[src/rtl/usb_packet_tx.sv]
// ---------------------------------------------------------------------------
// usb_packet_tx
//
// Transmit side of the FT245-style USB FIFO link. On a Start request it frames
// one response packet for the host: a run of header symbols, Length payload
// bytes fetched from local RAM, then a run of trailer symbols. Each byte is
// pushed into the FT chip with the TXE#/WR handshake: wait for room (TXE# low),
// drive the bus, pulse WR high, drop WR (the FT latches on that falling edge),
// then release the bus and give TXE# time to update before the next byte.
//
// Ports:
//   clk          system clock
//   reset        asynchronous, active-high reset
//   Start        one-cycle request to send a packet (ignored while Busy)
//   Length       payload byte count, sampled with Start (0 allowed)
//   Busy         packet in progress
//   Done         one-cycle pulse at end of packet (normal or aborted)
//   Error        sticky TXE# timeout flag, cleared by the next accepted Start
//   RAM_Addr     payload read address
//   RAM_RE       payload read strobe; RAM_Data is valid the following cycle
//   RAM_Data     payload byte from RAM
//   FT_TXEn      FT TX FIFO full flag, active low, asynchronous to clk
//   FT_WR        write strobe to the FT
//   FT_OE        enable for the FT data bus output buffer
//   FT_DATA_Out  byte driven to the FT
// ---------------------------------------------------------------------------
module usb_packet_tx #(
  parameter logic [7:0] HEADER_KEY_SYMBOL         = 8'h55,
  parameter int         HEADER_KEY_SYMBOL_NUMBER  = 12,
  parameter logic [7:0] TRAILER_KEY_SYMBOL        = 8'hAA,
  parameter int         TRAILER_KEY_SYMBOL_NUMBER = 8,
  parameter int         ADDR_W                    = 8,
  parameter int         WR_PULSE                  = 3,
  parameter int         RECOVERY                  = 4,
  parameter int         TIMEOUT                   = 1000
) (
  input  logic              clk,
  input  logic              reset,
  input  logic              Start,
  input  logic [ADDR_W-1:0] Length,
  output logic              Busy,
  output logic              Done,
  output logic              Error,
  output logic [ADDR_W-1:0] RAM_Addr,
  output logic              RAM_RE,
  input  logic [7:0]        RAM_Data,
  input  logic              FT_TXEn,
  output logic              FT_WR,
  output logic              FT_OE,
  output logic [7:0]        FT_DATA_Out
);

  // The byte counter must hold both symbol counts (up to 255) and Length.
  localparam int CNT_W   = (ADDR_W > 8) ? ADDR_W : 8;
  localparam int TMR_MAX = (WR_PULSE > RECOVERY) ? WR_PULSE : RECOVERY;
  localparam int TMR_W   = $clog2(TMR_MAX + 1);
  localparam int WAIT_W  = $clog2(TIMEOUT + 1);

  localparam logic [CNT_W-1:0]  HDR_CNT    = CNT_W'(HEADER_KEY_SYMBOL_NUMBER);
  localparam logic [CNT_W-1:0]  TRL_LAST   = CNT_W'(TRAILER_KEY_SYMBOL_NUMBER - 1);
  localparam logic [TMR_W-1:0]  STROBE_END = TMR_W'(WR_PULSE - 1);
  localparam logic [TMR_W-1:0]  RECOV_END  = TMR_W'(RECOVERY - 1);
  localparam logic [WAIT_W-1:0] WAIT_END   = WAIT_W'(TIMEOUT - 1);

  localparam logic [3:0] S_IDLE    = 4'd0;
  localparam logic [3:0] S_NEXT    = 4'd1;
  localparam logic [3:0] S_FETCH   = 4'd2;
  localparam logic [3:0] S_CAPTURE = 4'd3;
  localparam logic [3:0] S_WAITTXE = 4'd4;
  localparam logic [3:0] S_SETUP   = 4'd5;
  localparam logic [3:0] S_STROBE  = 4'd6;
  localparam logic [3:0] S_HOLD    = 4'd7;
  localparam logic [3:0] S_RECOVER = 4'd8;

  localparam logic [1:0] PH_HEADER  = 2'd0;
  localparam logic [1:0] PH_PAYLOAD = 2'd1;
  localparam logic [1:0] PH_TRAILER = 2'd2;

  logic [3:0]        state_q,   state_d;
  logic [1:0]        phase_q,   phase_d;
  logic [CNT_W-1:0]  cnt_q,     cnt_d;
  logic [ADDR_W-1:0] len_q,     len_d;
  logic [ADDR_W-1:0] addr_q,    addr_d;
  logic [7:0]        byte_q,    byte_d;
  logic [WAIT_W-1:0] waitCnt_q, waitCnt_d;
  logic [TMR_W-1:0]  tmr_q,     tmr_d;
  logic              done_q,    done_d;
  logic              error_q,   error_d;
  logic              ramRe_q,   ramRe_d;
  logic              ftWr_q,    ftWr_d;
  logic              ftOe_q,    ftOe_d;
  logic [7:0]        ftData_q,  ftData_d;
  logic              txeMeta_q, txeSync_q;
  logic [CNT_W-1:0]  lenExt;

  assign lenExt = CNT_W'(len_q);

  // Two-flop synchronizer for the asynchronous FIFO-full flag. It resets to
  // "full" so nothing is written before the real flag has been observed.
  always_ff @(posedge clk or posedge reset) begin
    if (reset) begin
      txeMeta_q <= 1'b1;
      txeSync_q <= 1'b1;
    end else begin
      txeMeta_q <= FT_TXEn;
      txeSync_q <= txeMeta_q;
    end
  end

  // Packet sequencer. NEXT decides which phase supplies the next byte and
  // performs phase changes in the same cycle, so an empty payload phase costs
  // no extra cycles. The byte counter is advanced at the end of RECOVER.
  always_comb begin
    state_d   = state_q;
    phase_d   = phase_q;
    cnt_d     = cnt_q;
    len_d     = len_q;
    addr_d    = addr_q;
    byte_d    = byte_q;
    waitCnt_d = waitCnt_q;
    tmr_d     = tmr_q;
    done_d    = 1'b0;
    error_d   = error_q;

    case (state_q)
      S_IDLE: begin
        if (Start) begin
          len_d     = Length;
          error_d   = 1'b0;
          addr_d    = '0;
          phase_d   = PH_HEADER;
          cnt_d     = '0;
          waitCnt_d = '0;
          state_d   = S_NEXT;
        end
      end

      S_NEXT: begin
        case (phase_q)
          PH_HEADER: begin
            if (cnt_q != HDR_CNT) begin
              byte_d  = HEADER_KEY_SYMBOL;
              state_d = S_WAITTXE;
            end else if (lenExt != '0) begin
              phase_d = PH_PAYLOAD;
              cnt_d   = '0;
              state_d = S_FETCH;
            end else begin
              phase_d = PH_TRAILER;
              cnt_d   = '0;
              byte_d  = TRAILER_KEY_SYMBOL;
              state_d = S_WAITTXE;
            end
          end
          PH_PAYLOAD: begin
            if (cnt_q != lenExt) begin
              state_d = S_FETCH;
            end else begin
              phase_d = PH_TRAILER;
              cnt_d   = '0;
              byte_d  = TRAILER_KEY_SYMBOL;
              state_d = S_WAITTXE;
            end
          end
          default: begin
            byte_d  = TRAILER_KEY_SYMBOL;
            state_d = S_WAITTXE;
          end
        endcase
      end

      S_FETCH: begin
        state_d = S_CAPTURE;
      end

      S_CAPTURE: begin
        byte_d  = RAM_Data;
        addr_d  = addr_q + ADDR_W'(1);
        state_d = S_WAITTXE;
      end

      // The wait counter is per byte; a host that stops draining the FIFO
      // aborts the packet instead of hanging the link.
      S_WAITTXE: begin
        if (!txeSync_q) begin
          state_d = S_SETUP;
        end else if (waitCnt_q == WAIT_END) begin
          error_d = 1'b1;
          done_d  = 1'b1;
          state_d = S_IDLE;
        end else begin
          waitCnt_d = waitCnt_q + WAIT_W'(1);
        end
      end

      S_SETUP: begin
        tmr_d   = '0;
        state_d = S_STROBE;
      end

      S_STROBE: begin
        if (tmr_q == STROBE_END) begin
          state_d = S_HOLD;
        end else begin
          tmr_d = tmr_q + TMR_W'(1);
        end
      end

      S_HOLD: begin
        tmr_d   = '0;
        state_d = S_RECOVER;
      end

      // RECOVER spans the synchronizer latency, so the TXE# value seen in the
      // next WAIT already reflects the byte just written.
      S_RECOVER: begin
        waitCnt_d = '0;
        if (tmr_q == RECOV_END) begin
          if (phase_q == PH_TRAILER && cnt_q == TRL_LAST) begin
            done_d  = 1'b1;
            state_d = S_IDLE;
          end else begin
            cnt_d   = cnt_q + CNT_W'(1);
            state_d = S_NEXT;
          end
        end else begin
          tmr_d = tmr_q + TMR_W'(1);
        end
      end

      default: begin
        state_d = S_IDLE;
      end
    endcase
  end

  // Bus-side outputs are decoded from the next state and registered so the
  // strobe and enable leaving the chip are glitch-free flop outputs.
  always_comb begin
    ramRe_d  = (state_d == S_FETCH);
    ftWr_d   = (state_d == S_STROBE);
    ftOe_d   = (state_d == S_SETUP) || (state_d == S_STROBE) || (state_d == S_HOLD);
    ftData_d = ftOe_d ? byte_d : 8'h00;
  end

  // State and output registers; an asynchronous reset drops the bus at once.
  always_ff @(posedge clk or posedge reset) begin
    if (reset) begin
      state_q   <= S_IDLE;
      phase_q   <= PH_HEADER;
      cnt_q     <= '0;
      len_q     <= '0;
      addr_q    <= '0;
      byte_q    <= '0;
      waitCnt_q <= '0;
      tmr_q     <= '0;
      done_q    <= 1'b0;
      error_q   <= 1'b0;
      ramRe_q   <= 1'b0;
      ftWr_q    <= 1'b0;
      ftOe_q    <= 1'b0;
      ftData_q  <= '0;
    end else begin
      state_q   <= state_d;
      phase_q   <= phase_d;
      cnt_q     <= cnt_d;
      len_q     <= len_d;
      addr_q    <= addr_d;
      byte_q    <= byte_d;
      waitCnt_q <= waitCnt_d;
      tmr_q     <= tmr_d;
      done_q    <= done_d;
      error_q   <= error_d;
      ramRe_q   <= ramRe_d;
      ftWr_q    <= ftWr_d;
      ftOe_q    <= ftOe_d;
      ftData_q  <= ftData_d;
    end
  end

  assign Busy        = (state_q != S_IDLE);
  assign Done        = done_q;
  assign Error       = error_q;
  assign RAM_Addr    = addr_q;
  assign RAM_RE      = ramRe_q;
  assign FT_WR       = ftWr_q;
  assign FT_OE       = ftOe_q;
  assign FT_DATA_Out = ftData_q;

endmodule

[config.mk]
export PLATFORM = sky130hd
export DESIGN_NAME = usb_packet_tx
export DESIGN_NICKNAME = d
export VERILOG_FILES = /design/src/rtl/usb_packet_tx.sv
export SDC_FILE = /design/constraint.sdc
export NUM_CORES = 1
export LEC_CHECK = 0
export CAP_MARGIN = 20
export CORE_ASPECT_RATIO = 0.75
export CORE_MARGIN = 2
export CORE_UTILIZATION = 55
export DETAILED_ROUTE_END_ITERATION = 10
export PLACE_DENSITY = 0.79
export SYNTH_ARGS = -nofsm -noshare
export SYNTH_HDL_FRONTEND = slang
export SYNTH_SLANG_ARGS = --single-unit
[constraint.sdc]
create_clock -name clk -period 6.2 [get_ports clk]
set_input_delay 0.93 -clock clk [delete_from_list [all_inputs] [get_ports clk]]
set_output_delay 0.93 -clock clk [all_outputs]
set_load 0.05 [all_outputs]
==> results.py, run 1 <==
metrics = {
    "die": {
        "die-area_sq_um": 6658,
        "start_util": 0.5679,
        "num_rows": 24,
        "die_w_um": 93.56,
        "core_area_sq_um": 5826,
        "ios": 42,
        "die_height_um": 71.17,
    },
    "power_and_ir_drop": {
        "powerDensity_nw_per_um2": 461.2,
        "power.leakage_uw": 0.001713,
        "ir_drop_mv": 0.2148,
    },
    "routing": {
        "wirelength_um": 6870,
        "wl_per_cell_um": 15.47,
        "ant_nets": 0,
        "first_pass_iters": 6,
        "first_iter_violations": 278,
        "vias": 2628,
        "viasPerCell": 5.919,
        "wl_met2_um": 3045,
        "met3WireLength_um": 470,
        "wl_met1_um": 3288,
        "dr.max_layer_used": "met4",
        "drc": 0,
    },
    "clock_tree": {
        "h-tree-depth": 3,
        "tritoncts": "built",
        "clk_pin_slew_worst_paths_ps": 70,
        "root_buffer": "clkbuf_8",
        "cts_resized": 0,
        "cts_sinks": 66,
        "hold_buffers": 0,
        "numCtsBuffers": 9,
        "cts_setup_buffers": 0,
        "insertion_delay_ps": 350,
        "cts_buffer_depth": 2,
    },
    "min_path": {
        "min_from": "txeMeta_q",
        "hold_path_class": "register to register",
    },
    "synthesis": {
        "synth_cell_types": 58,
        "ys_seq_area_frac": 0.5000,
        "synth_top_cell_area_share": 0.4841,
        "syn_area_per_cell_sq_um": 10.34,
        "synthTopCellsByCount": "dfrtp_1, nand2_1, nor2_1",
        "synthesis.area_sq_um": 3308,
        "synth_area_leaders": "dfrtp_1, nand2_1, ha_1",
        "async_flop_share": 1.000,
        "synth_most_common_cell": "dfrtp_1",
        "syn_inst": 320,
        "synth_nets": 347,
        "yosysTopAreaCell": "dfrtp_1",
        "synth_flop_cell": "dfrtp_1",
        "synth_edf_count": 0,
        "synth_seq_cells": 66,
        "synth_warnings": 0,
    },
    "cells_and_area": {
        "final_net_count": 388,
        "drive_gt1_frac": 0.08197,
        "antenna_cells": 0,
        "area_delta_synth_final_pct": 20.23,
    },
    "grt": {
        "grt_pass1_vias": 2393,
        "grt_pass1_wl_um": 11790,
        "antenna_found_initial": 0,
        "grt_max_degree": 67,
        "grtUsageTotal": 0.2290,
        "grt-ovfl-total": 0,
    },
    "critical_path": {
        "arrival_ps": 2140,
        "setup.worst_path.class": "register to output port",
        "start_kind": "register",
        "worst-path-max-fanout": 16,
        "cp-end-kind": "output port",
        "timing.rr.start": "state_q[1]",
        "crit_required_ps": 5270,
        "crit_start": "state_q[1]",
    },
    "placed_design": {
        "pre_cts_ws_ps": 3436,
        "dp_hpwl_um": 4806,
        "io_buffers": 41,
        "gp_congestion": 0.8429,
    },
    "sta": {
        "slew_violations": 0,
        "setup_tns_ps": 0,
        "period_needed_ps": 3066,
        "finalHoldViolations": 0,
        "worstMarginPinSlew_ps": 816.3,
        "rsz0062_at_grt": "no",
        "max_freq_ghz": 0.3261,
        "slew_headroom": 0.4558,
        "finalClockSkew_ps": 9.454,
        "period_share": 0.4946,
        "worst_slack_ps": 3134,
        "setup_viol": 0,
    },
    "outcome": {
        "status": "finished clean",
    },
    "run": {
        "cap_violations": 0,
    },
}
cell type report:
class | instances | area [sq um]
well taps | 78 | 97.59
repair buffers | 42 | 417.9
flip-flops and latches | 66 | 1654
multi-input cells | 229 | 1533
clock inverters | 6 | 88.84
clock buffers | 10 | 137.6
inverters | 13 | 48.80
fillers | 444 | 1848
critical path, stage by stage (launching register included):
cell and delay [ps]:
dfrtp_1 670, nor2_1 210, nand2_1 110, clkdlybuf4s50_1 790
sequential cells by signal, summed over array words and instances (netlist names):
register / count
waitCnt_q: 10
RAM_RE: 1
Done: 1
Error: 1
txeSync_q: 1
FT_DATA_Out: 8
RAM_Addr: 8
phase_q: 2
state_q: 4
tmr_q: 3
byte_q: 8
txeMeta_q: 1
cnt_q: 8
FT_OE: 1
FT_WR: 1
lenExt: 8
kinds of logic after synthesis:
kind of cell             count (synthesis)  synth area share
adder cells (fa/ha/maj)                  7           0.02647
buffers and inverters                   25           0.03668
flip-flops                              66            0.5000
XOR/XNOR                                14           0.03707
multiplexers                            15           0.04917
AO/OA/AOI/OAI                           81            0.1702
AND/OR/NAND/NOR                        112            0.1804
per-layer routing:
layer	global-route usage	up-vias
li1	-	1257
met1	0.3448	1268
met2	0.3213	95
met3	0.07135	8
met4	0.06441	0
met5	0	-
power by group:
part	leakage, uW	switching, uW	internal [uW]
combinational	0.000737	422	297
sequential	0.000867	151	555
clock	0.000109	171	238
total	0.00171	744	1090
layout by cell type (no fill, tap or decap), types with 3 or more instances in the layout:
cell / instances
a21oi_1: 16
a22oi_1: 4
a31oi_1: 5
a41oi_1: 3
and2_1: 9
and3_1: 11
clkbuf_8: 10
clkdlybuf4s50_1: 41
dfrtp_1: 64
ha_1: 7
inv_1: 12
mux2_1: 6
mux2_2: 4
mux2i_1: 5
nand2_1: 31
nand2b_1: 4
nand3_1: 14
nand4_1: 4
nor2_1: 21
nor3_1: 3
nor4_1: 3
o211ai_1: 5
o21a_1: 3
o21ai_0: 4
o21ai_1: 15
o22ai_1: 3
xnor2_1: 8
xor2_1: 6
metrics by stage:
stage	std cells	hold slack, ps	cell area, sq um	util	power [uW]
after global routing	444	359.5	3978	0.6828	1956
after detailed placement	428	347.2	3751	0.6439	1427
final	444	356.5	3978	0.6828	1834
after CTS	444	357.6	3978	0.6828	1841
after floorplan	320	345.2	3308	-	1246
after global placement	428	345.4	3751	0.6439	1404
final timing paths:
check	end	slack (ps)	cells after the start
worst max-delay path	Busy	3130	3
worst min-delay path	txeSync_q	360	0
worst max register to register	cnt_q[7]	3560	5
worst min register to register	txeSync_q	360	0
max in group asynchronous	lenExt[6]	4530	3
min in group asynchronous	FT_DATA_Out[1]	1120	3
Power figures use the tool's default switching activity.
==> inputs of run 2 (changes only) <==
Settings changed: CORE_UTILIZATION 55 to 50, PLACE_DENSITY 0.79 to 0.76.
Clock period 6.2 ns to 2.65 ns, I/O delays scaled along.
==> results.py, run 2 (same netlist as run 1, synthesis figures left out) <==
metrics = {
    "clock_tree": {
        "cts_buffer_depth": 2,
        "hold_buffers": 0,
        "tritoncts": "built",
        "root_buffer": "clkbuf_8",
        "insertion_delay_ps": 340,
        "numCtsBuffers": 9,
        "cts_sinks": 66,
        "cts_resized": 0,
        "clk_pin_slew_worst_paths_ps": 60,
        "h-tree-depth": 3,
        "cts_setup_buffers": 0,
    },
    "cells_and_area": {
        "drive_gt1_frac": 0.08401,
        "top_register": "waitCnt_q",
        "final_net_count": 391,
        "final_common_cell": "dfrtp_1",
        "area_delta_synth_final_pct": 20.31,
        "layout_common_cells": "dfrtp_1, clkdlybuf4s50_1, nand2_1, nor2_1, a21oi_1",
        "fin_area_sq_um": 3980,
        "largest_reg_flops": 10,
        "antenna_cells": 0,
    },
    "grt": {
        "grtUsageTotal": 0.2111,
        "grt-ovfl-total": 0,
        "grt_pass1_vias": 2345,
        "grt_max_degree": 41,
        "grt_pass1_wl_um": 11960,
        "antenna_found_initial": 0,
    },
    "critical_path": {
        "critical_path.top_delay_family": "buffers and inverters",
        "slowest_delay_ps": 800,
        "slowest_stage": "clkdlybuf4s50_1",
        "cp-end-kind": "output port",
        "arrival_ps": 2080,
        "worst-path-max-fanout": 16,
        "crit_path_cell_trace": "nor2_1 -> nand2_1 -> clkdlybuf4s50_1",
        "start_kind": "register",
        "setup.worst_path.class": "register to output port",
        "crit_required_ps": 2250,
        "critPathBufInv": 1,
    },
    "sta": {
        "worstMarginPinSlew_ps": 663.9,
        "setup_tns_ps": 0,
        "finalHoldViolations": 0,
        "worst_hold_slack_ps": 356.0,
        "slew_violations": 0,
        "setup_viol": 0,
        "finalClockSkew_ps": 6.332,
        "period_needed_ps": 2478,
        "rsz0062_at_grt": "no",
        "slew_headroom": 0.5511,
        "period_share": 0.9349,
        "max_freq_ghz": 0.4036,
    },
    "die": {
        "num_rows": 25,
        "die_w_um": 97.93,
        "core_area_sq_um": 6350,
        "die-area_sq_um": 7290,
        "die_height_um": 74.45,
        "ios": 42,
        "start_util": 0.5210,
    },
    "placed_design": {
        "post_dp_cell_area_sq_um": 3790,
        "dp_hpwl_um": 5099,
        "gp_congestion": 0.8968,
        "io_buffers": 41,
    },
    "routing": {
        "vias": 2555,
        "first_pass_iters": 4,
        "wl_per_cell_um": 15.88,
        "ant_nets": 0,
        "drc": 0,
        "viasPerCell": 5.678,
        "wirelength_um": 7147,
        "first_iter_violations": 193,
    },
    "power_and_ir_drop": {
        "powerDensity_nw_per_um2": 1053,
        "total_power_uw": 4192,
        "power.leakage_uw": 0.001720,
        "ir_drop_mv": 0.4931,
    },
    "outcome": {
        "status": "finished clean",
    },
    "run": {
        "cap_violations": 0,
    },
    "min_path": {
        "hold_path_class": "register to register",
    },
}
## run 2: cell types whose count changed in the layout (fill, tap and decap cells not counted), sizes merged
| cell | delta |
|---|---|
| clkbuf | +3 |
| clkinvlp | -2 |
| bufinv | -1 |
| buf | +3 |
| clkinv | +1 |
| inv | -1 |
## run 2: worst paths after layout
kind	startpoint	end	slack [ps]	cells past startpoint
worst max-delay path	state_q[0]	Busy	170	3
min in group asynchronous	reset	waitCnt_q[6]	430	2
worst max register to register	state_q[0]	cnt_q[7]	550	4
max in group asynchronous	reset	state_q[1]	1600	3
worst min register to register	txeMeta_q	txeSync_q	360	0
worst min-delay path	txeMeta_q	txeSync_q	360	0
## run 2: cell type report
cell class | instances | area (sq um)
timing repair buffer | 45 | 452.9
fill | 508 | 2370
clock inverter | 3 | 40.04
multi-input combinational | 229 | 1533
sequential | 66 | 1655
clock buffer | 13 | 148.9
inverter | 13 | 48.80
tap | 81 | 101.3
## run 2: power by group
| group | internal (uW) | switching, uW | total, uW |
|---|---|---|---|
| Sequential | 1300 | 350 | 1650 |
| Clock | 458 | 365 | 823 |
| Combinational | 707 | 1010 | 1720 |
| Total | 2470 | 1730 | 4190 |
## run 2: per-stage QoR
step | instances | utilization | setup slack (ps)
global placement | 434 | 0.5968 | 580.4
detailed placement | 434 | 0.5968 | 518.7
finish | 450 | 0.6268 | 172.4
global route | 450 | 0.6268 | 68.23
floorplan | 320 | - | 601.0
CTS | 450 | 0.6266 | 137.4
## run 2: worst reg2reg max path, delay by kind of cell, from the launching register on
kind / cells / cell delay, ps
flip-flops: 1 / 630
AND/OR/NAND/NOR: 2 / 860
AO/OA/AOI/OAI: 2 / 540
## run 2: metal layers
layer	up-vias	track usage	part of all wire
li1	1249	-	-
met1	1227	0.3103	0.50
met2	71	0.3120	0.43
met3	8	0.06203	0.055
met4	0	0.04784	0.011
met5	-	0	0
==> inputs of run 3 (changes only) <==
Settings changed: GPL_TIMING_DRIVEN set to 0.
==> results.py, run 3 (same netlist as run 1, synthesis figures left out) <==
metrics = {
    "sta": {
        "period_share": 0.8269,
        "worstMarginPinSlew_ps": 704.3,
        "worst_hold_slack_ps": 356.3,
        "max_freq_ghz": 0.4564,
        "period_needed_ps": 2191,
        "finalHoldViolations": 0,
        "rsz0062_at_grt": "no",
        "setup_tns_ps": 0,
        "slew_headroom": 0.5268,
        "setup_viol": 0,
        "slew_violations": 0,
        "finalClockSkew_ps": 6.023,
    },
    "power_and_ir_drop": {
        "power.leakage_uw": 0.001760,
        "ir_drop_mv": 0.4624,
        "p_comb_frac": 0.436,
        "powerDensity_nw_per_um2": 1053,
        "p_sw_frac": 0.4105,
        "clkPwrFrac": 0.196,
        "power.switching_uw": 1746,
        "pwr-share-seq": 0.368,
        "p_int_uw": 2507,
    },
    "clock_tree": {
        "h-tree-depth": 3,
        "insertion_delay_ps": 350,
        "cts_sinks": 66,
        "cts_setup_buffers": 0,
        "root_buffer": "clkbuf_8",
        "cts_buffer_depth": 2,
        "hold_buffers": 0,
        "tritoncts": "built",
        "clk_pin_slew_worst_paths_ps": 70,
        "cts_resized": 0,
        "numCtsBuffers": 9,
    },
    "critical_path": {
        "crit_required_ps": 2250,
        "cp-end-kind": "output port",
        "crit_start": "state_q[3]",
        "start_kind": "register",
        "arrival_ps": 1790,
        "path_depth": 4,
        "worst-path-max-fanout": 10,
        "critPathBufInv": 2,
        "slowest_stage": "dlymetal6s2s_1",
        "slowest_delay_ps": 410,
        "crit_path_cell_trace": "buf_1 -> nor2_1 -> nand2_1 -> dlymetal6s2s_1",
        "timing.rr.start": "state_q[1]",
        "reg2reg_depth": 7,
        "critical_path.top_delay_family": "buffers and inverters",
        "setup.worst_path.class": "register to output port",
    },
    "cells_and_area": {
        "antenna_cells": 0,
        "drive_gt1_frac": 0.09788,
        "top_register": "waitCnt_q",
        "final_net_count": 400,
        "area_delta_synth_final_pct": 22.05,
        "fin_area_sq_um": 4038,
        "largest_reg_flops": 10,
        "layout_common_cells": "dfrtp_1, clkdlybuf4s50_1, nand2_1, nor2_1, a21oi_1",
        "final_common_cell": "dfrtp_1",
        "final_cells": 459,
    },
    "grt": {
        "grt-ovfl-total": 0,
        "grt_pass1_vias": 2488,
        "antenna_found_initial": 0,
        "grt_max_degree": 44,
        "grtUsageTotal": 0.2112,
        "grt_pass1_wl_um": 12010,
    },
    "placed_design": {
        "io_buffers": 41,
        "gp_congestion": 0.8563,
        "post_dp_cell_area_sq_um": 3840,
        "dp.cells": 443,
        "dp_hpwl_um": 5165,
    },
    "routing": {
        "first_iter_violations": 194,
        "vias": 2591,
        "wirelength_um": 7126,
        "ant_nets": 0,
        "first_pass_iters": 4,
        "wl_per_cell_um": 15.53,
        "drc": 0,
        "viasPerCell": 5.645,
    },
    "min_path": {
        "whs_path_depth": 0,
        "min_from": "txeMeta_q",
        "hold_path_class": "register to register",
    },
    "die": {
        "die-area_sq_um": 7290,
        "die_height_um": 74.45,
        "num_rows": 25,
        "start_util": 0.5210,
        "ios": 42,
        "core_area_sq_um": 6350,
        "die_w_um": 97.93,
    },
    "outcome": {
        "status": "finished clean",
    },
    "run": {
        "cap_violations": 0,
    },
}
## run 3: cell count changes in the layout (fill, tap and decap cells not counted)
cell	before	now
buf_1	0	1
buf_2	0	4
buf_4	3	2
buf_6	0	2
clkbuf_1	3	4
clkdlybuf4s50_1	41	40
clkinv_2	2	3
clkinv_4	0	1
dfrtp_1	63	64
dfrtp_2	1	0
dlymetal6s2s_1	0	1
## run 3: power groups by stage
stage	clock network [uW]	registers (uW)	logic, uW
global placement	0	1560	1800
detailed placement	0	1580	1850
CTS	855	1560	1860
global route	901	1610	2040
floorplan	0	1750	1160
finish	836	1560	1850
## run 3: path summary, 6_finish.rpt
kind	endpoint	slack, ps
min	txeSync_q	360
max reg2reg	cnt_q[1]	520
max in group asynchronous	Error	1640
max	Busy	460
min in group asynchronous	waitCnt_q[8]	410
min reg2reg	txeSync_q	360
## run 3: final cells by class
class                           count  area (sq um)
Fill cell                         545          2312
Tap cell                           81         101.3
Multi-Input combinational cell    229          1533
Clock buffer                       11         141.4
Inverter                           13         48.80
Sequential cell                    66          1654
Clock inverter                      5         53.80
Buffer                             12         72.57
Timing Repair Buffer               42         432.9
## run 3: through the flow
step	util	power [uW]	setup slack (ps)
4_1_cts	0.6355	4279	48.71
3_3_place_gp	0.6016	3366	-489.0
2_1_floorplan	-	2916	601.0
3_5_place_dp	0.6047	3426	432.0
5_1_grt	0.6359	4557	313.2
6_report	0.6359	4253	458.7
## run 3: metal layers
layer / vias up / track usage / wire, um
li1: 1262 / - / -
met1: 1252 / 0.2954 / 3554
met2: 69 / 0.3204 / 3123
met3: 8 / 0.06485 / 373
met4: 0 / 0.06636 / 74
met5: - / 0 / 0
==> RTL edit, RTL diff (flow settings as in run 1) <==
Reset style: synchronous (`reset`), changed in 2 clocked blocks. Comments in the files are not updated.
--- a/src/rtl/usb_packet_tx.sv
+++ b/src/rtl/usb_packet_tx.sv
@@ -98,5 +98,5 @@
   // Two-flop synchronizer for the asynchronous FIFO-full flag. It resets to
   // "full" so nothing is written before the real flag has been observed.
-  always_ff @(posedge clk or posedge reset) begin
+  always_ff @(posedge clk) begin
     if (reset) begin
       txeMeta_q <= 1'b1;
@@ -245,5 +245,5 @@
 
   // State and output registers; an asynchronous reset drops the bus at once.
-  always_ff @(posedge clk or posedge reset) begin
+  always_ff @(posedge clk) begin
     if (reset) begin
       state_q   <= S_IDLE;
Behaviour: differs if reset is asserted again (counterexample within 4 cycles, from zero or initial values and one cycle with reset high); with reset held inactive, the same outputs for 10 cycles.
==> RTL edit against run 1 <==
  * Sequential cell count did not move
  * Worst setup slack got worse by 210 ps
  * Worst hold slack improved by 77 ps
  * Synthesized area rose by 1.9%
  * Sequential share of layout area fell by 8.3 points
  * Routed wire length rose by 15%
  * Final area fell by 0.16%
Power is not compared: it rests on default switching activity, and its combinational part moved more than twofold at a synthesized area within 25%.
==> RTL edit: results (changes against run 1) <==
outcome completed; footprint of the multi-input gates 0.00190 mm2 (+24%); Area after DPL 0.00378 mm2 (+0.67%); Async S/R FF share, synth 0 (-1.00); multi-input gates 302 (+32%); synthesized cell area 0.00337 mm2 (+1.9%); met1 wire length 3920 um (+19%); vias post-DR 3135 (+19%); CP peak stage delay 810 ps (+20 ps); vias in the first global route 2848 (+19%); placed insts 498 (+16%); routed wl met2 3450 um (+13%); Signal buffers 43 (+2.4%); Fill cells 480 (+8.1%); Crit Path Max Fanout 22 (+6); Reg2Reg Depth 6 (+1); Overall Global Routing Usage 0.248 (+0.0187); Non-Clock Buffer Area Fraction 0.107 (+0.00206); Syn Area/Cell 8.47 um2 (-18%); Post-Route WL 7910 um (+15%); Storage cell area 0.00132 mm2 (-20%); FF-to-FF End FT_DATA_Out[1]; Yosys cell types 62 (+6.9%); Final Skew 7.58 ps (-1.87 ps); nets 458 (+18%); routed wl met3 441 um (-6.2%); Hold WS 434 ps (+77.4 ps); Post-Layout Inst Area 0.00397 mm2 (-0.16%); Relative slew margins 0.299 (-0.156); WL/cell 15.4 um (-0.55%); dpl ws 2820 ps (-613 ps); grt met1 use 0.357 (+0.0118)
RTL edit: cell count changes after synthesis, sizes merged, moves of 8 or more:
| cell | change |
|---|---|
| dfxtp | +66 |
| dfrtp | -64 |
| a21oi | +31 |
| clkbuf | +10 |
| nand2 | +10 |
| nand3 | +10 |
| o31ai | +9 |
| a211oi | +8 |
| nand4 | +8 |
| nor2 | +8 |
RTL edit: logic make-up after synthesis:
kind of cell / Yosys count / synth area share
muxes: 6 / 0.0189
AOI/OAI and AO/OA: 112 / 0.215
adders and majority gates: 7 / 0.0260
DFF: 66 / 0.392
and+or+nand+nor: 164 / 0.269
buffers and inverters: 30 / 0.0453
xor gates and xnor gates: 13 / 0.0338
RTL edit: report_power, final:
group	switching (mW)	leakage, nW	total, mW	internal (mW)
Combinational	0.142	0.694	0.225	0.0831
Clock	0.170	0.0925	0.357	0.186
Sequential	0.0303	0.535	0.476	0.445
